$ cat config.mk
export PLATFORM = sky130hd
export DESIGN_NAME = match_collector
export DESIGN_NICKNAME = d
export VERILOG_FILES = /design/src/rtl/psa_pkg.sv /design/src/rtl/result_fifo.sv /design/src/rtl/match_collector.sv
export SDC_FILE = /design/constraint.sdc
export NUM_CORES = 1
export LEC_CHECK = 0
export BUFFER_PORTS_ARGS = -buffer_cell sky130_fd_sc_hd__buf_2
export CORE_MARGIN = 2
export CORE_UTILIZATION = 55
export CTS_CLUSTER_DIAMETER = 200
export DETAILED_ROUTE_END_ITERATION = 8
export PLACE_DENSITY = 0.72
export SLEW_MARGIN = 20
export SYNTH_ARGS = -nofsm -noshare
export SYNTH_HDL_FRONTEND = slang
export SYNTH_SLANG_ARGS = --single-unit
$ cat constraint.sdc
create_clock -name CLK100MHZ -period 4.9 [get_ports CLK100MHZ]
set_clock_uncertainty 0.05 [all_clocks]
set_input_delay 0.98 -clock CLK100MHZ [delete_from_list [all_inputs] [get_ports CLK100MHZ]]
set_output_delay 0.98 -clock CLK100MHZ [all_outputs]
set_load 0.02 [all_outputs]
$ cat src/rtl/psa_pkg.sv
// Shared definitions for the pattern search engine and its result path.
// Latency: n/a (constants and types only).
// Backpressure: n/a.
package psa_pkg;

    // Width of a search offset as produced by the engine's found register.
    localparam int PSA_ADDR_W = 15;

    // Value the engine leaves in found when nothing matched. A real match
    // at this offset is indistinguishable from "no match" and is never reported.
    localparam logic [PSA_ADDR_W-1:0] NO_MATCH = 15'h00FF;

    // One-hot collector states.
    typedef enum logic [3:0] {
        MC_IDLE     = 4'b0001,
        MC_COLLECT  = 4'b0010,
        MC_DRAIN    = 4'b0100,
        MC_COMPLETE = 4'b1000
    } mc_state_t;

endpackage

$ cat src/rtl/result_fifo.sv
// First-word-fall-through FIFO holding captured match offsets.
// Latency: a write is visible at rd_data after the write edge; reads consume on the edge.
// Backpressure: writes when full are refused unless a read retires the head on the same edge.
//
// Ports:
//   CLK100MHZ, reset (async, active-low), flush (sync empty)
//   wr_en/wr_data : push side
//   rd_en/rd_data : pop side, rd_data is the current head (0 when empty)
//   full, empty   : occupancy flags
module result_fifo #(
    parameter int WIDTH = 15,
    parameter int DEPTH = 16
) (
    input  logic             CLK100MHZ,
    input  logic             reset,
    input  logic             flush,
    input  logic             wr_en,
    input  logic [WIDTH-1:0] wr_data,
    input  logic             rd_en,
    output logic [WIDTH-1:0] rd_data,
    output logic             full,
    output logic             empty
);

    localparam int AW = $clog2(DEPTH);
    localparam logic [AW:0] PTR_ONE = {{AW{1'b0}}, 1'b1};

    logic [WIDTH-1:0] mem [DEPTH];
    // Pointers carry one extra wrap bit so full and empty are distinguishable.
    logic [AW:0]      wr_ptr;
    logic [AW:0]      rd_ptr;
    logic             do_rd;
    logic             do_wr;

    assign empty = (wr_ptr == rd_ptr);
    assign full  = (wr_ptr[AW] != rd_ptr[AW]) && (wr_ptr[AW-1:0] == rd_ptr[AW-1:0]);

    assign do_rd = rd_en & ~empty;
    // A read on the same edge frees the slot being written, so full does not block it.
    assign do_wr = wr_en & (~full | do_rd);

    // Zero when empty so the head never shows stale or uninitialised storage.
    assign rd_data = empty ? '0 : mem[rd_ptr[AW-1:0]];

    always_ff @(posedge CLK100MHZ or negedge reset) begin
        if (!reset) begin
            wr_ptr <= '0;
            rd_ptr <= '0;
        end else if (flush) begin
            wr_ptr <= '0;
            rd_ptr <= '0;
        end else begin
            if (do_wr) wr_ptr <= wr_ptr + PTR_ONE;
            if (do_rd) rd_ptr <= rd_ptr + PTR_ONE;
        end
    end

    always_ff @(posedge CLK100MHZ) begin
        if (do_wr) mem[wr_ptr[AW-1:0]] <= wr_data;
    end

endmodule

$ cat src/rtl/match_collector.sv
// Turns each new match offset from the search engine into a streamed FIFO entry.
// Latency: found change at edge k -> entry written and rd_valid high after edge k+2.
// Backpressure: rd_ready stalls the stream; matches arriving with the FIFO full and no read are dropped (overflow).
//
// Ports:
//   CLK100MHZ, reset (async, active-low), clear (sync flush to IDLE), start (arm one pass)
//   found, done                : engine result register and completion flag
//   rd_valid/rd_data/rd_ready  : result stream
//   match_count, overflow      : saturating matches this pass, sticky drop flag
//   complete, busy             : pass finished and drained / pass in progress
module match_collector
    import psa_pkg::*;
#(
    parameter int ADDR_W  = PSA_ADDR_W,
    parameter int DEPTH   = 16,
    parameter int COUNT_W = 16
) (
    input  logic               CLK100MHZ,
    input  logic               reset,
    input  logic               clear,
    input  logic               start,
    input  logic [ADDR_W-1:0]  found,
    input  logic               done,
    output logic               rd_valid,
    output logic [ADDR_W-1:0]  rd_data,
    input  logic               rd_ready,
    output logic [COUNT_W-1:0] match_count,
    output logic               overflow,
    output logic               complete,
    output logic               busy
);

    localparam logic [ADDR_W-1:0]  NO_MATCH_W = ADDR_W'(NO_MATCH);
    localparam logic [COUNT_W-1:0] CNT_ONE    = {{(COUNT_W-1){1'b0}}, 1'b1};

    logic [ADDR_W-1:0] found_q;
    logic [ADDR_W-1:0] last_found;
    logic              done_q;
    logic              done_q2;

    mc_state_t         state_q;
    mc_state_t         state_d;

    logic              arm;
    logic              capture;
    logic              new_match;
    logic              done_rise;
    logic              rd_fire;
    logic              drop;
    logic              fifo_full;
    logic              fifo_empty;
    logic              fifo_flush;

    // Engine outputs are registered once; all decisions use the registered copies.
    always_ff @(posedge CLK100MHZ or negedge reset) begin
        if (!reset) begin
            found_q <= NO_MATCH_W;
            done_q  <= 1'b0;
            done_q2 <= 1'b0;
        end else begin
            found_q <= found;
            done_q  <= done;
            done_q2 <= done_q;
        end
    end

    assign new_match = (found_q != last_found) && (found_q != NO_MATCH_W);
    assign done_rise = done_q & ~done_q2;
    assign rd_fire   = rd_valid & rd_ready;

    always_ff @(posedge CLK100MHZ or negedge reset) begin
        if (!reset) state_q <= MC_IDLE;
        else        state_q <= state_d;
    end

    always_comb begin
        state_d = state_q;
        arm     = 1'b0;
        capture = 1'b0;
        if (clear) begin
            state_d = MC_IDLE;
        end else begin
            unique case (state_q)
                MC_IDLE: begin
                    if (start) begin
                        arm     = 1'b1;
                        state_d = MC_COLLECT;
                    end
                end
                MC_COLLECT: begin
                    // A match coinciding with the done edge is still captured here.
                    capture = new_match;
                    if (done_rise) state_d = MC_DRAIN;
                end
                MC_DRAIN: begin
                    if (fifo_empty) state_d = MC_COMPLETE;
                end
                MC_COMPLETE: begin
                    if (start) begin
                        arm     = 1'b1;
                        state_d = MC_COLLECT;
                    end
                end
                default: state_d = MC_IDLE;
            endcase
        end
    end

    // Dropped only when full and the head is not leaving on this same edge.
    assign drop       = capture & fifo_full & ~rd_fire;
    assign fifo_flush = clear | arm;

    always_ff @(posedge CLK100MHZ or negedge reset) begin
        if (!reset) begin
            last_found  <= NO_MATCH_W;
            match_count <= '0;
            overflow    <= 1'b0;
        end else if (fifo_flush) begin
            last_found  <= NO_MATCH_W;
            match_count <= '0;
            overflow    <= 1'b0;
        end else if (capture) begin
            last_found <= found_q;
            if (match_count != '1) match_count <= match_count + CNT_ONE;
            if (drop) overflow <= 1'b1;
        end
    end

    result_fifo #(
        .WIDTH (ADDR_W),
        .DEPTH (DEPTH)
    ) u_fifo (
        .CLK100MHZ (CLK100MHZ),
        .reset     (reset),
        .flush     (fifo_flush),
        .wr_en     (capture),
        .wr_data   (found_q),
        .rd_en     (rd_fire),
        .rd_data   (rd_data),
        .full      (fifo_full),
        .empty     (fifo_empty)
    );

    assign rd_valid = ~fifo_empty;
    assign complete = (state_q == MC_COMPLETE);
    assign busy     = (state_q == MC_COLLECT) || (state_q == MC_DRAIN);

endmodule

==> flow_metrics.tcl, run 1 <==
set metrics [dict create \
    clockBufferDepth 3 \
    die_h_um 154.8 \
    syn-cell-area_sq_um 12500 \
    holdBufCountCts 0 \
    ys_types 55 \
    grt_usage 0.2225 \
    synth.yosys.warnings 0 \
    end_kind "output pin" \
    clk_pin_slew_ns 0.06 \
    drive_gt1_frac 0.3205 \
    p_leak_nw 4.786 \
    drc_errors 0 \
    crit_arrival_ns 3.06 \
    routed_via_density 6.345 \
    wl_per_cell_um 24.58 \
    fp.dieW_um 154.8 \
    drt_iter0_drc 443 \
    clock_latency_ns 0.54 \
    crit_top_cell "mux4_2" \
    seqPwrFrac 0.545 \
    die_area_sq_um 23960 \
    p_switching_mw 1.022 \
    core_area_sq_um 22500 \
    synth_cells 679 \
    path_class "reg -> out" \
    via_count 6738 \
    p_per_area_nw_per_um2 368.8 \
    worstPathRequired_ns 3.87 \
    max_stage_delay_ns 0.84 \
    power.total_mw 5.217 \
    fin_tns_setup_ns 0 \
    post-synth-top-area-cell "edfxtp_1" \
    critPathMaxFanout 30 \
    worstHoldPathType "reg -> reg" \
    grt_pass1_vias 6946 \
    rsz0062_at_grt "false" \
    synth.avg_cell_area_sq_um 18.42 \
    fmax_mhz 244.6 \
    cts_tree "built" \
    num_rows 55 \
    outcome "complete, no violations" \
    ant_nets 0 \
    gr-total-overflow 0 \
    ir_drop_mv 0.1946 \
    ioPinCount 56 \
    reg2reg_depth 7 \
    p_comb_frac 0.020 \
    area_growth_syn_to_layout_pct 13.12 \
    syn_nets 706 \
    clkPwrFrac 0.435 \
    cpMaxStageDelayCell "dfrtp_4" \
    final_hold_viol_count 0 \
    dp_hpwl_um 15810 \
    yosysSeqAreaShare 0.7041 \
    cts.sinks 303 \
    portBuffers 55 \
    async_flop_share 0.2079 \
    cts_max_level 1 \
    worst_setup_path_start_kind "flop" \
    grt_max_degree 46 \
    slew_violations 0 \
    synth_area_leaders "edfxtp_1 58%, mux4_2 14%, dfrtp_1 9.2%" \
    synth_ff_type "edfxtp_1" \
    initial_utilization 0.5557 \
    ctsRootBufferMaster "clkbuf_16" \
    gp_congestion 0.8196 \
    antenna_cells 0 \
    fin_crit_sh 0.8344 \
    synth_edf_count 240 \
    grt_pass1_wl_um 40320 \
    nNetsFinal 782 \
    drv_cap 0 \
    cts_buffers 30 \
    grt_antenna_before_repair 0 \
    tightestPinTransition_ns 1.117 \
    wl_um 26110 \
    p_sw_frac 0.1958 \
    first_pass_iters 5 \
    fin_crit_ns 4.088 \
    postCtsSetupRepairBufs 0 \
    post_cts_resized 0 \
    setup-violations-final 0 \
    max_slew_margin 0.2517 \
    synth_top_area_frac 0.5763 \
    path_cells "buf_12 > mux4_2 > mux4_2 > nor2b_1 > buf_2" \
    synth_seq_cells 303 \
    holdPathStages 0 \
    internal_power_mw 4.195 \
]
==> synth_stat cells (9+ instances only) <==
cell	count
nor2_1	23
and3_1	14
nor3_1	14
edfxtp_1	240
nand3_1	14
nor2b_1	17
or4_1	11
buf_2	11
dfrtp_1	46
nand4_1	9
a21oi_1	20
xor2_1	21
mux4_2	75
dfstp_2	17
nand2_1	15
clkbuf_1	17
==> final timing paths <==
path / start / endpoint / slack, ns
setup / recovery: u_fifo.rd_ptr[0] / rd_data[6] / 0.81
hold / removal: done_q / done_q2 / 0.33
setup reg to reg: found_q[1] / u_fifo.mem[1][3] / 1.62
hold reg to reg: done_q / done_q2 / 0.33
max in group asynchronous: reset / found_q[3] / 3.49
min in group asynchronous: reset / done_q / 0.37
==> layer usage <==
metal,vias to the layer above,wire [um],track usage,part of all wire
met1,3546,11080,0.3148,0.42
met5,-,0,0,0
met2,255,13070,0.3710,0.50
li1,2890,-,-,-
met3,47,1403,0.03054,0.054
met4,0,548,0.06085,0.021
==> placed cells by master, fill, tap and decap left out, types with 6 or more instances in the layout <==
| cell type | count |
|---|---|
| nand4_1 | 9 |
| inv_1 | 6 |
| and2_1 | 8 |
| dfrtp_1 | 44 |
| clkbuf_16 | 32 |
| mux4_2 | 75 |
| a21oi_2 | 7 |
| dfstp_2 | 17 |
| clkinv_2 | 8 |
| and3_1 | 14 |
| buf_2 | 55 |
| o31ai_2 | 7 |
| buf_4 | 25 |
| nor2_1 | 23 |
| nand3_1 | 14 |
| xnor2_1 | 6 |
| a21oi_1 | 20 |
| nor2b_1 | 17 |
| o21ai_0 | 8 |
| ha_1 | 6 |
| or4_1 | 11 |
| nor4_1 | 6 |
| nor3_1 | 14 |
| xor2_1 | 21 |
| edfxtp_1 | 240 |
| nand2_1 | 15 |
| mux2i_1 | 7 |
==> flip-flops by register name, summed over array words and instances (netlist names) <==
register       flops
last_found        15
state_q            4
u_fifo.wr_ptr      5
u_fifo.mem       240
match_count       16
overflow           1
done_q2            1
u_fifo.rd_ptr      5
found_q           15
done_q             1
==> power groups by stage <==
| stage | Sequential (mW) | Clock [mW] | Combinational [mW] |
|---|---|---|---|
| floorplan | 2.87 | 0 | 0.0714 |
| global placement | 2.89 | 0 | 0.101 |
| detailed placement | 2.90 | 0 | 0.105 |
| CTS | 2.84 | 2.31 | 0.105 |
| global route | 2.85 | 2.41 | 0.113 |
| finish | 2.84 | 2.27 | 0.104 |
==> critical path: cells and delay by family, from the launching register on <==
| kind | cells | cell delay [ns] |
|---|---|---|
| and+or+nand+nor | 1 | 0.14 |
| muxes | 2 | 1.04 |
| buffers and inverters | 2 | 0.46 |
| DFF | 1 | 0.84 |
==> per-stage QoR <==
stage | cell area [sq um] | cells | hold WS, ns | setup slack [ns] | util
floorplan | 12500 | 679 | 0.3046 | 1.212 | -
global placement | 13150 | 1008 | 0.3136 | 1.362 | 0.5845
detailed placement | 13150 | 1008 | 0.3227 | 1.316 | 0.5845
CTS | 14140 | 1062 | 0.3368 | 0.7276 | 0.6286
global route | 14140 | 1062 | 0.3676 | 0.6202 | 0.6286
finish | 14140 | 1062 | 0.3315 | 0.8116 | 0.6286
==> area by class of cell <==
class                      instances  area, sq um
sequential                       303         8810
fill                            1542         8358
multi-input combinational        333         3482
clock buffer                      39        839.6
timing repair buffer              81        483.0
tap                              285        356.6
clock inverter                    15        151.4
inverter                           6        22.52
==> cell families (layout without fill, tap and decap cells) <==
logic type               after synthesis  count (layout)  synth area share
AO/OA/AOI/OAI                         65              65           0.03812
XOR/XNOR                              27              27           0.01891
AND/OR/NAND/NOR                      153             153           0.07424
flip-flops                           303             303            0.7041
multiplexers                          82              82            0.1407
adder cells (fa/ha/maj)                6               6          0.006003
buffers and inverters                 43             141           0.01791
Note: power is estimated with default switching activity, not from simulation.
==> run 2: changes to the inputs <==
==> constraint.sdc (replaced) <==
create_clock -name CLK100MHZ -period 4.25 [get_ports CLK100MHZ]
set_clock_uncertainty 0.05 [all_clocks]
set_input_delay 0.85 -clock CLK100MHZ [delete_from_list [all_inputs] [get_ports CLK100MHZ]]
set_output_delay 0.85 -clock CLK100MHZ [all_outputs]
set_load 0.02 [all_outputs]
==> flow_metrics.tcl, run 2 (synthesis results as in run 1) <==
set metrics [dict create \
    outcome "complete, no violations" \
    seqPwrFrac 0.550 \
    reg2reg_slack_ns 0.98 \
    cts.sinks 303 \
    drive_gt1_frac 0.3244 \
    core_area_sq_um 22500 \
    worstHoldPathType "in -> async" \
    power.total_mw 5.949 \
    portBuffers 55 \
    gr-total-overflow 0 \
    holdBufCountCts 0 \
    worst_setup_path_start_kind "flop" \
    die_h_um 154.8 \
    post_cts_resized 0 \
    mostFrequentLayoutCells "240 x edfxtp_1, 75 x mux4_2, 55 x buf_2, 44 x dfrtp_1, 31 x clkbuf_16" \
    final_common_cell "edfxtp_1" \
    wl_um 26410 \
    routed_via_density 6.252 \
    drv_cap 0 \
    fmax_mhz 264.1 \
    grt_pass1_wl_um 41010 \
    grt_usage 0.2285 \
    die_area_sq_um 23960 \
    slew_violations 0 \
    p_per_area_nw_per_um2 420.5 \
    reg2reg_depth 6 \
    end_kind "output pin" \
    tightestPinTransition_ns 0.9970 \
    internal_power_mw 4.772 \
    dp_hpwl_um 15920 \
    initial_utilization 0.5557 \
    postCtsSetupRepairBufs 0 \
    rsz0062_at_grt "false" \
    p_leak_nw 4.791 \
    p_sw_frac 0.1978 \
    design_area_sq_um 14150 \
    final_hold_viol_count 0 \
    p_comb_frac 0.021 \
    seqCellArea_sq_um 8810 \
    r2r-start "u_fifo.rd_ptr[1]" \
    place_inst 1009 \
    cts_max_level 1 \
    cp-startpoint "u_fifo.rd_ptr[1]" \
    fin_cells 1065 \
    ir_drop_mv 0.2581 \
    max_slew_margin 0.3322 \
    fin_crit_ns 3.786 \
    largest_reg_flops 240 \
    gp_congestion 0.8052 \
    wl_per_cell_um 24.79 \
    antenna_cells 0 \
    critPathMaxFanout 36 \
    clockBufferDepth 3 \
    cts_tree "built" \
    multi_input_area_sq_um 3482 \
    drt_iter0_drc 552 \
    p_switching_mw 1.176 \
    drc_errors 0 \
    n_fill_cell 1506 \
    nNetsFinal 783 \
    ant_nets 0 \
    grt_antenna_before_repair 1 \
    fp.dieW_um 154.8 \
    worstPathRequired_ns 3.35 \
    cts_buffers 30 \
    postPlaceCellArea_sq_um 13170 \
    grt_max_degree 44 \
    ctsRootBufferMaster "clkbuf_16" \
    first_pass_iters 5 \
    grt_pass1_vias 6909 \
    fin_tns_setup_ns 0 \
    clock_latency_ns 0.54 \
    ioPinCount 56 \
    fin_crit_sh 0.8909 \
    via_count 6658 \
    area_growth_syn_to_layout_pct 13.15 \
    clk_pin_slew_ns 0.06 \
    clkPwrFrac 0.428 \
    path_class "reg -> out" \
    crit_arrival_ns 2.89 \
    num_rows 55 \
    setup-violations-final 0 \
]
-- run 2: changes by cell type in the layout (fill, tap and decap cells not counted), sizes merged --
| cell | previous run | this run |
|---|---|---|
| bufinv | 3 | 1 |
| clkbuf | 39 | 44 |
| inv | 7 | 9 |
| buf | 81 | 82 |
| clkinv | 10 | 7 |
-- run 2: final cells by class --
type / instances / share of cell area
sequential: 303 / 0.6227
multi-input combinational: 333 / 0.2461
clock buffer: 44 / 0.06252
timing repair buffer: 82 / 0.03555
tap: 285 / 0.02520
clock inverter: 12 / 0.006367
inverter: 6 / 0.001592
-- run 2: metal layers --
layer | wire length, um | share of wire | track usage | vias up
li1 | - | - | - | 2896
met1 | 10460 | 0.40 | 0.3095 | 3441
met2 | 13690 | 0.52 | 0.3920 | 268
met3 | 1683 | 0.064 | 0.03867 | 51
met4 | 554 | 0.021 | 0.05908 | 2
met5 | 11 | 0.00042 | 0 | -
-- run 2: path summary, 6_finish.rpt --
path | endpoint
worst max-delay path | rd_data[13]
worst min-delay path | done_q
worst max register to register | u_fifo.mem[7][11]
worst min register to register | done_q2
max in group asynchronous | last_found[1]
min in group CLK100MHZ | done_q2
-- run 2: metrics by stage --
| step | hold slack [ns] | utilization | worst slack [ns] |
|---|---|---|---|
| after floorplan | 0.3046 | - | 0.6919 |
| after global placement | 0.3144 | 0.5854 | 1.061 |
| after detailed placement | 0.3211 | 0.5854 | 1.003 |
| after CTS | 0.3207 | 0.6287 | 0.4393 |
| after global routing | 0.3322 | 0.6287 | 0.3675 |
| final | 0.3150 | 0.6287 | 0.4638 |
-- run 2: worst max-delay path, stage by stage (launching register included) --
cell and delay, ns:
dfrtp_2 0.85, buf_12 0.32, mux4_2 0.35, mux4_2 0.49, nor2b_1 0.15, buf_2 0.17
-- run 2: power by group through the flow --
stage,sequential (mW),clock [mW],combinational [mW]
3_5_place_dp,3.34,0,0.127
3_3_place_gp,3.33,0,0.123
2_1_floorplan,3.31,0,0.0823
6_report,3.27,2.55,0.126
4_1_cts,3.27,2.60,0.128
5_1_grt,3.28,2.73,0.139
